### src/rtl/alu_divider_pkg.sv
// Shared types and constants for the DIV/DIVU multi-cycle divider.
// Holds the FSM state enum, the result bundle and the operand-width constants.
package alu_divider_pkg;

    localparam int DIV_W_WIDE = 16;
    localparam int DIV_W_BYTE = 8;

    typedef enum logic [2:0] {
        DIV_IDLE,
        DIV_SETUP,
        DIV_ITER,
        DIV_FIXUP,
        DIV_DONE
    } div_state_e;

    typedef struct packed {
        logic [15:0] quotient;
        logic [15:0] remainder;
        logic        error;
    } div_result_t;

    // Byte-mode results are zero-extended, so only the low byte survives.
    function automatic logic [15:0] div_width_mask(input logic wide);
        return wide ? 16'hFFFF : 16'h00FF;
    endfunction

endpackage

### src/rtl/alu_divider_div_step.sv
// One combinational restoring-division step: shift in the next dividend bit,
// subtract the divisor when it fits, and report the resulting quotient bit.
module alu_divider_div_step #(
    parameter int W = 16
) (
    input  logic [W-1:0] i_rem,
    input  logic         i_bit,
    input  logic [W-1:0] i_divisor,
    output logic [W-1:0] o_rem,
    output logic         o_qbit
);

    logic [W:0] w_trial;

    assign w_trial = {i_rem, i_bit};
    assign o_qbit  = (w_trial >= {1'b0, i_divisor});
    // The partial remainder stays below the divisor, so the difference fits in W bits.
    assign o_rem   = o_qbit ? (w_trial[W-1:0] - i_divisor) : w_trial[W-1:0];

endmodule

### src/rtl/alu_divider.sv
// Multi-cycle signed/unsigned divider (DIV/DIVU) for 32/16 and 16/8 operands.
// Optional macro DIV_EARLY_OUT_EN leaves ITER early once the remaining work is all zero.
//
// state     | meaning
// DIV_IDLE  | waiting for start; operands latched on acceptance
// DIV_SETUP | take magnitudes, detect divide-by-zero / overflow
// DIV_ITER  | restoring division, BITS_PER_CYCLE quotient bits per cycle
// DIV_FIXUP | apply signs, check signed quotient range
// DIV_DONE  | done pulse; results presented
module alu_divider
    import alu_divider_pkg::*;
#(
    parameter int BITS_PER_CYCLE = 1
) (
    input  logic        i_clk,
    input  logic        i_reset,
    input  logic        i_start,
    input  logic        i_signed_op,
    input  logic        i_wide,
    input  logic [31:0] i_dividend,
    input  logic [15:0] i_divisor,
    output logic        o_busy,
    output logic        o_done,
    output logic        o_div_error,
    output logic [15:0] o_quotient,
    output logic [15:0] o_remainder
);

    localparam logic [4:0] C_BPC = 5'(BITS_PER_CYCLE);

    div_state_e  r_state;
    logic        r_signed_op;
    logic        r_wide;
    logic [31:0] r_dividend;
    logic [15:0] r_divisor;
    logic [15:0] r_dsr_mag;
    logic [15:0] r_rem;
    logic [15:0] r_dvd_lo;
    logic [15:0] r_quo;
    logic [4:0]  r_cnt;

    logic        w_dvd_neg;
    logic        w_dsr_neg;
    logic [31:0] w_dvd_abs32;
    logic [15:0] w_dvd_abs16;
    logic [15:0] w_dsr_abs16;
    logic [7:0]  w_dsr_abs8;
    logic [15:0] w_dsr_mag;
    logic [15:0] w_dvd_hi;
    logic [15:0] w_dvd_lo;
    logic        w_setup_err;
    logic [4:0]  w_n;

    logic                      w_q_neg;
    logic [15:0]               w_limit;
    logic [15:0]               w_mask;
    logic [15:0]               w_q_sgn;
    logic [15:0]               w_r_sgn;
    div_result_t               w_fix;

    logic [BITS_PER_CYCLE-1:0] w_qbits;
    logic [15:0]               w_rem_next;
    logic [15:0]               w_quo_next;
    logic [15:0]               w_dvd_shift;

    assign w_n = r_wide ? 5'(DIV_W_WIDE) : 5'(DIV_W_BYTE);

    // Operand magnitudes; byte-mode dividend bits are left-aligned so ITER always consumes bit 15.
    always_comb begin
        w_dvd_neg   = r_signed_op & (r_wide ? r_dividend[31] : r_dividend[15]);
        w_dsr_neg   = r_signed_op & (r_wide ? r_divisor[15] : r_divisor[7]);
        w_dvd_abs32 = w_dvd_neg ? (32'd0 - r_dividend) : r_dividend;
        w_dvd_abs16 = w_dvd_neg ? (16'd0 - r_dividend[15:0]) : r_dividend[15:0];
        w_dsr_abs16 = w_dsr_neg ? (16'd0 - r_divisor) : r_divisor;
        w_dsr_abs8  = w_dsr_neg ? (8'd0 - r_divisor[7:0]) : r_divisor[7:0];
        if (r_wide) begin
            w_dsr_mag = w_dsr_abs16;
            w_dvd_hi  = w_dvd_abs32[31:16];
            w_dvd_lo  = w_dvd_abs32[15:0];
        end else begin
            w_dsr_mag = {8'h00, w_dsr_abs8};
            w_dvd_hi  = {8'h00, w_dvd_abs16[15:8]};
            w_dvd_lo  = {w_dvd_abs16[7:0], 8'h00};
        end
        w_setup_err = (w_dsr_mag == 16'h0000) || (w_dvd_hi >= w_dsr_mag);
    end

    for (genvar g = 0; g < BITS_PER_CYCLE; g++) begin : g_step
        logic [15:0] w_rem_in;
        logic [15:0] w_rem_out;
        logic        w_qbit;

        if (g == 0) begin : g_first
            assign w_rem_in = r_rem;
        end else begin : g_next
            assign w_rem_in = g_step[g-1].w_rem_out;
        end

        alu_divider_div_step #(
            .W(16)
        ) u_step (
            .i_rem     (w_rem_in),
            .i_bit     (r_dvd_lo[15-g]),
            .i_divisor (r_dsr_mag),
            .o_rem     (w_rem_out),
            .o_qbit    (w_qbit)
        );

        assign w_qbits[BITS_PER_CYCLE-1-g] = w_qbit;
    end

    assign w_rem_next  = g_step[BITS_PER_CYCLE-1].w_rem_out;
    assign w_quo_next  = {r_quo[15-BITS_PER_CYCLE:0], w_qbits};
    assign w_dvd_shift = r_dvd_lo << BITS_PER_CYCLE;

    // Signed fixup: a negative quotient may reach -2^(N-1), a positive one only 2^(N-1)-1.
    always_comb begin
        w_q_neg         = w_dvd_neg ^ w_dsr_neg;
        w_limit         = r_wide ? 16'h8000 : 16'h0080;
        w_mask          = div_width_mask(r_wide);
        w_q_sgn         = w_q_neg ? (16'h0000 - r_quo) : r_quo;
        w_r_sgn         = w_dvd_neg ? (16'h0000 - r_rem) : r_rem;
        w_fix.error     = r_signed_op && (w_q_neg ? (r_quo > w_limit) : (r_quo >= w_limit));
        w_fix.quotient  = w_fix.error ? 16'h0000 : (w_q_sgn & w_mask);
        w_fix.remainder = w_fix.error ? 16'h0000 : (w_r_sgn & w_mask);
    end

    always_ff @(posedge i_clk) begin
        if (i_reset) begin
            r_state     <= DIV_IDLE;
            r_signed_op <= 1'b0;
            r_wide      <= 1'b0;
            r_dividend  <= '0;
            r_divisor   <= '0;
            r_dsr_mag   <= '0;
            r_rem       <= '0;
            r_dvd_lo    <= '0;
            r_quo       <= '0;
            r_cnt       <= '0;
            o_busy      <= 1'b0;
            o_done      <= 1'b0;
            o_div_error <= 1'b0;
            o_quotient  <= '0;
            o_remainder <= '0;
        end else begin
            case (r_state)
                DIV_IDLE: begin
                    if (i_start) begin
                        r_signed_op <= i_signed_op;
                        r_wide      <= i_wide;
                        r_dividend  <= i_dividend;
                        r_divisor   <= i_divisor;
                        o_busy      <= 1'b1;
                        r_state     <= DIV_SETUP;
                    end
                end
                DIV_SETUP: begin
                    r_dsr_mag <= w_dsr_mag;
                    r_rem     <= w_dvd_hi;
                    r_dvd_lo  <= w_dvd_lo;
                    r_quo     <= '0;
                    r_cnt     <= w_n;
                    if (w_setup_err) begin
                        o_div_error <= 1'b1;
                        o_quotient  <= '0;
                        o_remainder <= '0;
                        o_done      <= 1'b1;
                        r_state     <= DIV_DONE;
                    end
`ifdef DIV_EARLY_OUT_EN
                    else if ((w_dvd_hi == 16'h0000) && (w_dvd_lo == 16'h0000)) begin
                        r_state <= DIV_FIXUP;
                    end
`endif
                    else begin
                        r_state <= DIV_ITER;
                    end
                end
                DIV_ITER: begin
                    r_rem    <= w_rem_next;
                    r_dvd_lo <= w_dvd_shift;
                    r_cnt    <= r_cnt - C_BPC;
                    if (r_cnt == C_BPC) begin
                        r_quo   <= w_quo_next;
                        r_state <= DIV_FIXUP;
                    end
`ifdef DIV_EARLY_OUT_EN
                    // Remaining quotient bits are all zero; just align what we have.
                    else if ((w_rem_next == 16'h0000) && (w_dvd_shift == 16'h0000)) begin
                        r_quo   <= w_quo_next << (r_cnt - C_BPC);
                        r_state <= DIV_FIXUP;
                    end
`endif
                    else begin
                        r_quo <= w_quo_next;
                    end
                end
                DIV_FIXUP: begin
                    o_div_error <= w_fix.error;
                    o_quotient  <= w_fix.quotient;
                    o_remainder <= w_fix.remainder;
                    o_done      <= 1'b1;
                    r_state     <= DIV_DONE;
                end
                DIV_DONE: begin
                    o_done  <= 1'b0;
                    o_busy  <= 1'b0;
                    r_state <= DIV_IDLE;
                end
                default: begin
                    o_done  <= 1'b0;
                    o_busy  <= 1'b0;
                    r_state <= DIV_IDLE;
                end
            endcase
        end
    end

endmodule
### config.mk
export PLATFORM = sky130hd
export DESIGN_NAME = alu_divider
export DESIGN_NICKNAME = d
export VERILOG_FILES = /design/src/rtl/alu_divider_pkg.sv /design/src/rtl/alu_divider_div_step.sv /design/src/rtl/alu_divider.sv
export SDC_FILE = /design/constraint.sdc
export NUM_CORES = 1
export LEC_CHECK = 0
export ABC_AREA = 1
export BUFFER_PORTS_ARGS = -buffer_cell sky130_fd_sc_hd__buf_2
export CORE_ASPECT_RATIO = 0.7
export CORE_MARGIN = 2
export CORE_UTILIZATION = 60
export DETAILED_ROUTE_END_ITERATION = 12
export HOLD_SLACK_MARGIN = 0.02
export PLACE_DENSITY = 0.81
export SYNTH_ARGS = -nofsm -noshare
export SYNTH_HDL_FRONTEND = slang
export SYNTH_SLANG_ARGS = --single-unit
export TNS_END_PERCENT = 20
### constraint.sdc
create_clock -name i_clk -period 4 [get_ports i_clk]
set_clock_uncertainty 0.15 [all_clocks]
set_input_delay 0.2 -clock i_clk [delete_from_list [all_inputs] [get_ports i_clk]]
set_output_delay 0.2 -clock i_clk [all_outputs]
set_load 0.1 [all_outputs]
==> key figures <==
Status
  • Status: finished clean

Critical path
  • Arr. time, crit path: 4.09 ns
  • Required time worst endpoint: 4.20 ns
  • Nature of the critical path startpoint: register
  • CP most frequent cell: nand2_1
  • Critical-path cell list: nor2_1 > inv_1 > nor3_1 > nand3_1 > nand2_1 > o21ai_1 > nand2_1 > nand3_1 > inv_1 > ha_1 > a21oi_1 > o21ai_0 > a21oi_1 > nand2_1 > nor2_2 > nand3_4 > nand2_8 > nand2_1 > a21oi_1
  • CP peak stage delay: 0.45 ns
  • Worst Setup Path Type: reg2reg
  • Critical Path Fanout Max: 17
  • Slowest cell on crit path: nor3_1
  • Worst Path Buf+Inv: 2
  • Reg2reg setup slack: 0.12 ns
  • CP delay by family, top: simple AND/OR/NAND/NOR gates
  • Worst setup EP type: register

Detailed routing
  • Drt wl/cell: 16.5 um
  • Total Wirelength: 28,800 um
  • Drt drc: 0
  • DRT Pass-1 Iters: 6
  • ANT nets after route: 0
  • DR vias: 10.1k
  • Drt initial violations: 1,197
  • Vias per inst: 5.79

Finish
  • Area growth syn-to-layout: 18.0%
  • Nets: 1,626
  • Post-route cell area: 11,200 sq um
  • Filler Cell Count: 1,297
  • Register area: 3140 sq um
  • Area of the multi-input gates: 5470 sq um
  • Post-Layout Cell Count: 1,745
  • Share of layout cells above drive strength 1: 0.117
  • ANT cells: 0

Power
  • Reg power frac: 0.242
  • Leak Pwr: 4.99 nW
  • PnR Total Power: 9.41 mW
  • Max VDD drop: 0.000490 V
  • PD cells: 843 nW/um^2
  • Switching Power: 4.83 mW
  • Logic pwr share: 0.581
  • P_int: 4.58 mW
  • Sw Share: 0.513
  • Clock share of power: 0.177

Clock network
  • Clock Pin Slew Worst Setup and Hold Paths: 0.08 ns
  • Htree depth: 4
  • Root Driver: clkbuf_16
  • Clock tree buffer depth: 2
  • CTS tree: built
  • Worst-Skew Late Latency: 0.44 ns
  • Clk sinks: 157
  • Cts bufs inserted: 17

Timing
  • Fin crit period: 3.88 ns
  • Fin Hold WS: 0.0311 ns
  • Slew @ Worst Pin: 1.04 ns
  • Relative slew slack: 0.302
  • Setup-violating endpoint count in the final report: 0
  • Max Freq: 257 MHz
  • Final Max Slew Viols: 0
  • Fin crit share: 0.971
  • Endpoints failing hold: 0
  • Final WS setup: 0.116 ns

Synth
  • Ys Warns: 0
  • Synth top cells by count: nand2_1, inv_1, a21oi_1, dfxtp_1, o21ai_0
  • Number of synthesized flops with an enable pin: 0
  • Yosys cell types: 46
  • FF+latch count, synth: 157
  • Synthesized net count: 1,514
  • FFs w/ async S/R, synth: 0
  • Most common flop cell mapped by yosys: dfxtp_1
  • Cell area after synthesis: 9450 sq um
  • Post-synth top area cell: dfxtp_1
  • Number of cells produced by synthesis: 1,420
  • Share of the synthesized area in the top cell type: 0.332
  • Seq/Total Area, Yosys: 0.332
  • Count leader, synth: nand2_1
  • Avg Synthesized Cell Area: 6.66 sq um
  • Area contributors post-synth: dfxtp_1, nand2_1, a21oi_1

Global route
  • Vias in the first global route: 9,104
  • Largest net degree at the start of global routing: 70
  • GRT Total Usage: 0.341
  • Congestion Overflow GR: 0
  • First-pass GRT wire length: 45,800 um
  • Initial antenna violation count: 0

Floorplanning
  • Die Wd: 154 um
  • Initial Util: 0.612
  • DIE AREA: 16,800 sq um
  • Chip Height: 109 um
  • Ports: 88
  • Cell Rows: 38
  • Core area: 15,500 sq um

Place
  • Port bufs: 87
  • Placer Congestion: 0.958
  • Placement Setup Slack: 0.203 ns
  • DP Cell Count: 1,659
  • Post-DP HPWL: 19,500 um
  • Post-Place Cell Area: 9990 sq um

Min path
  • Worst hold path type: in2reg

Run
  • Total of max-cap violations: 0
final cells by class:
type	instances	area share
clock buffers	19	0.0397
clock inverters	13	0.0136
inverters	167	0.0562
multi-input cells	1035	0.490
flip-flops and latches	157	0.282
well taps	200	0.0224
repair buffers	154	0.0963
worst register-to-register path, stage by stage, from the launching register on:
cell and delay [ns]:
dfxtp_1 0.37, nor2_1 0.23, inv_1 0.10, nor3_1 0.45, nand3_1 0.21, nand2_1 0.23, o21ai_1 0.10, nand2_1 0.10
nand3_1 0.11, inv_1 0.08, ha_1 0.24, a21oi_1 0.15, o21ai_0 0.13, a21oi_1 0.18, nand2_1 0.09, nor2_2 0.18
nand3_4 0.19, nand2_8 0.21, nand2_1 0.12, a21oi_1 0.17
metrics by stage:
stage               utilization  setup TNS, ns
floorplan                     -              0
global placement          0.646              0
detailed placement        0.646              0
CTS                       0.716              0
global route              0.722        -0.0661
finish                    0.722              0
power by group through the flow:
stage / sequential [mW] / clock (mW) / combinational (mW)
2_1_floorplan: 2.24 / 0 / 3.86
3_3_place_gp: 2.28 / 0 / 4.96
3_5_place_dp: 2.29 / 0 / 5.00
4_1_cts: 2.26 / 1.66 / 5.10
5_1_grt: 2.31 / 1.72 / 6.06
6_report: 2.27 / 1.66 / 5.47
layer usage:
metal,up-vias,part of all wire,global-route usage
li1,4935,-,-
met1,4542,0.45,0.477
met2,541,0.43,0.537
met3,81,0.10,0.0568
met4,0,0.024,0.121
met5,-,0,0
cell families after synthesis:
| kind of cell | share of synthesized area |
|---|---|
| AOI/OAI and AO/OA | 0.197 |
| adders and majority gates | 0.0551 |
| and+or+nand+nor | 0.276 |
| buffers and inverters | 0.0981 |
| xor gates and xnor gates | 0.0416 |
| DFF | 0.332 |
registers in the layout, summed over array words and instances, names as in the netlist:
| name | flops |
|---|---|
| r_dividend | 32 |
| g_step.w_rem_in | 16 |
| o_quotient | 16 |
| o_remainder | 16 |
| r_divisor | 16 |
| r_dsr_mag | 16 |
| r_dvd_lo | 16 |
| r_quo | 16 |
| r_cnt | 5 |
| r_state | 3 |
| o_busy | 1 |
| o_div_error | 1 |
| o_done | 1 |
| r_signed_op | 1 |
| r_wide | 1 |
layout by cell type, fill, tap and decap left out, types with 3 or more instances in the layout:
cell type      netlist  routed
nand4_1             19      19
a41oi_1              6       6
xnor2_1              9       9
a31oi_1             16      16
dlygate4sd3_1        0      49
nor3_1              18      17
nor3_2               2       3
ha_1                40      40
nor2_2               4       7
and3_1               3       3
clkbuf_16            0      17
inv_8                0       5
nand2_4              3       3
dfxtp_1            157     157
a21oi_1            160     160
xor2_1              34      34
nor2_1              97      93
buf_2                9      87
o211ai_1             4       4
nand3_1            110     109
or2_2                7       7
inv_1              163     162
buf_4                2      17
inv_2                4       5
o21ai_0            136     136
clkinvlp_4           0       3
o21bai_1             7       7
nand2_1            326     325
nand2_2              4       5
a211oi_1             3       3
what timing repair did:
item	in CTS	in global routing
hold endpoints to repair	49	0
buffers inserted	0	3
gates resized for setup	0	7
setup endpoints to repair	0	35
hold buffers	49	0
path summary, 6_finish.rpt:
path	cells after the start	from	endpoint
min reg2reg	2	o_remainder[4]	o_remainder[4]
max reg2reg	19	r_dividend[12]	o_remainder[15]
min	3	i_signed_op	r_signed_op
max	19	r_dividend[12]	o_remainder[15]
(Power assumes the default switching activity.)
